### src/rtl/npc_unit.sv
// Fetch-stage program-counter unit: trap/branch/stall/RAS/sequential next-PC selection.
// Optional return-address stack built only when NPC_RAS_EN is defined.
module npc_unit #(
    parameter int               XLEN      = 32,
    parameter logic [XLEN-1:0]  RESET_PC  = '0,
    parameter int               RAS_DEPTH = 4
) (
    input  logic            clk,
    input  logic            rst,
    input  logic            stall,
    input  logic            trap,
    input  logic [XLEN-1:0] trap_vec,
    input  logic            br_taken,
    input  logic            br_jalr,
    input  logic [XLEN-1:0] br_base,
    input  logic [XLEN-1:0] br_offset,
    input  logic            ras_push,
    input  logic [XLEN-1:0] ras_push_addr,
    input  logic            ras_pop,
    output logic [XLEN-1:0] pc,
    output logic [XLEN-1:0] npc,
    output logic            misaligned,
    output logic            ras_empty,
    output logic            ras_full
);

    logic [XLEN-1:0] tgt_sum;
    logic [XLEN-1:0] tgt;
    logic            tgt_mis;
    logic            qualified;
    logic            pred_hit;
    logic [XLEN-1:0] pred_addr;

    assign tgt_sum   = br_base + br_offset;
    assign tgt       = {tgt_sum[XLEN-1:1], tgt_sum[0] & ~br_jalr};
    assign tgt_mis   = tgt[1];
    assign qualified = !stall && !trap && !br_taken;

`ifdef NPC_RAS_EN
    localparam int PW = $clog2(RAS_DEPTH);
    localparam logic [PW:0] DEPTH_CNT = (PW+1)'(RAS_DEPTH);

    logic [XLEN-1:0] ras_mem [RAS_DEPTH];
    logic [PW-1:0]   top;
    logic [PW:0]     count;
    logic            do_push;
    logic            do_pop;
    logic            do_replace;

    assign ras_empty  = (count == '0);
    assign ras_full   = (count == DEPTH_CNT);
    assign pred_hit   = qualified && ras_pop && !ras_empty;
    assign pred_addr  = ras_mem[top];
    // A push paired with a pop on an empty stack degenerates into a plain push.
    assign do_push    = qualified && ras_push && !pred_hit;
    assign do_pop     = pred_hit && !ras_push;
    assign do_replace = pred_hit && ras_push;

    always_ff @(posedge clk) begin
        if (rst) begin
            top   <= '0;
            count <= '0;
        end else if (do_push) begin
            top <= top + 1'b1;
            if (count != DEPTH_CNT)
                count <= count + 1'b1;
        end else if (do_pop) begin
            top   <= top - 1'b1;
            count <= count - 1'b1;
        end
    end

    always_ff @(posedge clk) begin
        if (!rst && do_push)
            ras_mem[top + 1'b1] <= ras_push_addr;
        else if (!rst && do_replace)
            ras_mem[top] <= ras_push_addr;
    end
`else
    logic unused_ras;

    assign unused_ras = ^{ras_push, ras_pop, ras_push_addr};
    assign pred_hit   = 1'b0;
    assign pred_addr  = '0;
    assign ras_empty  = 1'b1;
    assign ras_full   = 1'b0;
`endif

    always_comb begin
        npc = pc + XLEN'(4);
        if (trap)
            npc = trap_vec;
        else if (br_taken)
            npc = tgt_mis ? pc : tgt;
        else if (stall)
            npc = pc;
        else if (pred_hit)
            npc = pred_addr;
    end

    always_ff @(posedge clk) begin
        if (rst) begin
            pc         <= RESET_PC;
            misaligned <= 1'b0;
        end else begin
            pc         <= npc;
            misaligned <= br_taken && tgt_mis && !trap;
        end
    end

endmodule

### config.mk
export PLATFORM = sky130hd
export DESIGN_NAME = npc_unit
export DESIGN_NICKNAME = d
export VERILOG_FILES = /design/src/rtl/npc_unit.sv
export SDC_FILE = /design/constraint.sdc
export NUM_CORES = 1
export LEC_CHECK = 0
export CORE_ASPECT_RATIO = 1.4
export CORE_UTILIZATION = 34
export CTS_BUF_LIST = sky130_fd_sc_hd__clkbuf_16
export DETAILED_ROUTE_END_ITERATION = 10
export GPL_ROUTABILITY_DRIVEN = 0
export PLACE_DENSITY = 0.72
export SLEW_MARGIN = 40
export SYNTH_ARGS = -nofsm -noshare
export SYNTH_HDL_FRONTEND = slang
export SYNTH_SLANG_ARGS = --single-unit
export TNS_END_PERCENT = 1
### constraint.sdc
create_clock -name clk -period 11.47 [get_ports clk]
set_clock_uncertainty 0.05 [all_clocks]
set_input_delay 2.8675 -clock clk [delete_from_list [all_inputs] [get_ports clk]]
set_output_delay 2.8675 -clock clk [all_outputs]
set_load 0.01 [all_outputs]
# Yosys cells after proc, flatten, opt, wreduce, memory -nomap -nowiden
# Cells that the tools add are included.
op_classes:
  bitwise_logic: 2
  reduce_logical: 3
  n_addsub: 2
  mux: 4
op_table:
  columns: ["operator", "n"]
  rows:
  - ["2-to-1 mux 32 bit", 4]
  - ["adder 32 x 3 -> 32 bit (second input constant)", 1]
  - ["adder 32 bit", 1]
  - ["logical AND 1 bit", 2]
  - ["bitwise AND 1 bit", 1]
  - ["zero test 1 bit", 1]
  - ["inverter 1 bit", 1]
word_totals:
  regBits: 33
  output_inout_bits: 67
  word_cells: 13

# Depth between registers and ports, before layout
depth:
  word_depth: 5
  mapped_depth: 11
  ltp_nobuf: 11

# Worst setup path before layout
# OpenSTA, ideal clock, no wires.
synth_path:
  path_kind: "input -> output"
  from: "input br_base[0]"
  to: "output npc[16]"
  t_required_ps: 8553
  t_arrival_ps: 5310
  stages: 11
  slack_ps: 3243
  path_cell_list: "ha_1 > inv_1 > fa_1 > nor2b_1 > o2111ai_1 > a31o_2 > a31oi_1 > o2111a_1 > mux2_2 > a2111oi_0 > nor2_1"
synth_between:
  elab_chain_len: 4
synth_rtl:
  columns: ["item", "line", "text"]
  rows:
  - ["start, declared", "15", "input logic [XLEN-1:0] br_base,"]
  - ["adder 32 bit", "34", "assign tgt_sum = br_base + br_offset;"]
  - ["2-to-1 mux 32 bit", "94", "npc = tgt_mis ? pc : tgt;"]
  - ["2-to-1 mux 32 bit", "93", "else if (br_taken)"]
  - ["2-to-1 mux 32 bit", "91", "if (trap)"]
  - ["end, declared", "21", "output logic [XLEN-1:0] npc,"]
# No other way between the ends.

# Final worst setup path
# Same ends and word-level chain as after synthesis.

==> flow_summary.toml <==
[clock_tree]
cts_resized = 0
htree_levels = 2
clk-insertion-delay-late_ns = 0.27
post_cts_buffers = 0
cts_tree = "yes"
cts_hold_buf = 0
clock_sinks = 33
clockBufferDepth = 2
numCtsBuffers = 5
cts_root_buf = "clkbuf_16"
clkTransAtPathRegs_ns = 0.05

[floorplan]
start_util_pct = 34.7
rows = 48
dieHeight_um = 135
fp.dieW_um = 96.8
dieArea_um2 = 13000
coreArea_um2 = 12300
top_level_ports = 203

[critical_path]
critical_path_class = "in2out"
critPathCaptureType = "primary output"
crit_fanout = 4
cp_data_required_time_ns = 8.55
arrival_ns = 6.69
worstSetupStartpointType = "input port"

[run_status]
status = "complete, no violations"

[routing]
vias = 5142
first_pass_iters = 5
wl_per_cell_um = 17.4
routed_via_density = 5.77
drt-total-wl_um = 15500
drt.antenna.violating_nets = 0
route.detailed.drc = 0
drt-initial-drc-count = 325

[yosys]
synth_top_cell_by_area = "dfxtp_1"
synth_top_area_share_pct = 15.5
synth.avg_cell_area_um2 = 7.16
yosysMostFrequentCell = "a21oi_1"
synthesis.nets = 766
synthTopCellsByCount = "a21oi_1 (66), nand2_1 (61), nor2_1 (46), dfxtp_1 (33), ha_1 (32)"
synth-edff-count = 0
ys_async_sr_fraction_pct = 0
synth_cell_type_count = 73
synthFlopType = "dfxtp_1"
yosys_warnings = 0
syn-cell-area_um2 = 4270
ys_seq_elements = 33
synth_area_leaders = "dfxtp_1 (15%), ha_1 (9.4%), a21oi_1 (7.7%)"
synthesis.instances = 597
synth_seq_area_share_pct = 15.5

[pwr]
peakVddDrop_mv = 0.0570
p_leak_nw = 2.35
powerDensity_nw_per_um2 = 88.4

[global_routing]
grt_max_degree = 82
overflow = 0
antenna_found_initial = 0
grt_pass1_vias = 5109
grtUsageTotal_pct = 23.0
grt_pass1_wl_um = 24700

[timing]
min_period_over_period_pct = 83.7
finalHoldViolCount = 0
tns_ns = 0
tightest_slew_ns = 0.813
fmax_ghz = 0.104
relSlewSlack_pct = 45.8
finalSetupViolations = 0
whs_ns = 0.601
slew_violations = 0
fin_crit_ns = 9.61
rsz0062_at_grt = "no"

[finish]
drive_above_1_share_pct = 4.99
multiInputGateArea_um2 = 3410
n_antenna_cell = 0
nFillCells = 1224
fin_nets = 910
seqCellArea_um2 = 661
area_growth_pct = 43.8

[flow_run]
drv_cap = 0

[worst_hold_path]
hp-class = "reg2reg"

[placement]
post-dp-hpwl_um = 12200
port_buffers = 166
power breakdown:
part	switching, W	leakage, nW	internal (W)
clock	0.0000485	0.0685	0.0000776
sequential	0.0000132	0.273	0.000125
combinational	0.000142	2.01	0.000137
total	0.000204	2.35	0.000340
layout make-up:
type | count | area share, %
multi-input combinational | 513 | 55.5
clock buffer | 5 | 2.04
tap | 150 | 3.05
timing repair buffer | 170 | 27.4
clock inverter | 2 | 0.122
sequential | 33 | 10.7
inverter | 18 | 1.10
path summary, 6_finish.rpt:
kind | slack (ns) | startpoint | to | cells past startpoint
hold reg to reg | 0.60 | pc[1] | pc[1] | 3
setup reg to reg | 8.77 | pc[2] | pc[16] | 8
setup / recovery | 1.86 | br_base[0] | npc[16] | 13
hold / removal | 0.60 | pc[1] | pc[1] | 3
kinds of logic (layout without fill, tap and decap cells):
kind of cell | after synthesis | count (layout) | share of synthesized area [%]
other cells | 2 | 2 | 0.176
fa+ha+maj | 33 | 33 | 9.84
simple gates | 253 | 253 | 31.4
buf+inv | 51 | 195 | 4.71
mux | 16 | 16 | 3.89
compound gates | 186 | 186 | 29.8
xor+xnor | 23 | 23 | 4.71
flops | 33 | 33 | 15.5
state kept, by name, summed over array words and instances (netlist names):
register    cells
pc             32
misaligned      1
cells in the final DEF, fill, tap and decap left out, types with 5 or more instances in the layout:
master,count
nor2_1,46
and2_1,20
nor3b_1,7
dfxtp_1,33
or3_1,7
xnor2_1,12
nand4_1,14
nor2b_1,16
clkbuf_16,5
a211oi_1,14
nand2b_1,12
o211ai_1,5
a21o_1,11
and3_1,7
nor3_1,19
inv_1,19
o21ai_1,5
ha_1,32
a31oi_1,6
a21oi_1,66
xor2_1,11
nand2_1,61
nand3_1,18
o21ai_0,28
mux2_2,5
clkdlybuf4s50_1,165
mux2i_1,11
nor4_1,8
through the flow:
stage | instances | area, um^2 | setup slack [ns] | utilization [%] | total power, W
floorplan | 597 | 4270 | 3.24 | - | 0.000291
global placement | 884 | 6010 | 1.92 | 48.9 | 0.000410
detailed placement | 884 | 6010 | 1.86 | 48.9 | 0.000416
CTS | 891 | 6150 | 1.85 | 49.9 | 0.000545
global route | 891 | 6150 | 1.60 | 49.9 | 0.000575
finish | 891 | 6150 | 1.86 | 49.9 | 0.000544
critical path: stages:
cell             delay (ns)
clkdlybuf4s50_1        0.46
ha_1                   0.24
inv_1                  0.08
fa_1                   0.40
nor2b_1                0.18
o2111ai_1              0.17
a31o_2                 0.32
a31oi_1                0.19
o2111a_1               0.21
mux2_2                 0.34
a2111oi_0              0.58
nor2_1                 0.15
clkdlybuf4s50_1        0.51
metal layers:
| layer | global-route usage [%] | wire, um |
|---|---|---|
| met5 | 0 | 0 |
| met4 | 10.0 | 624 |
| met3 | 3.62 | 871 |
| met2 | 43.7 | 7990 |
| met1 | 24.9 | 5980 |
(Power assumes the default switching activity.)
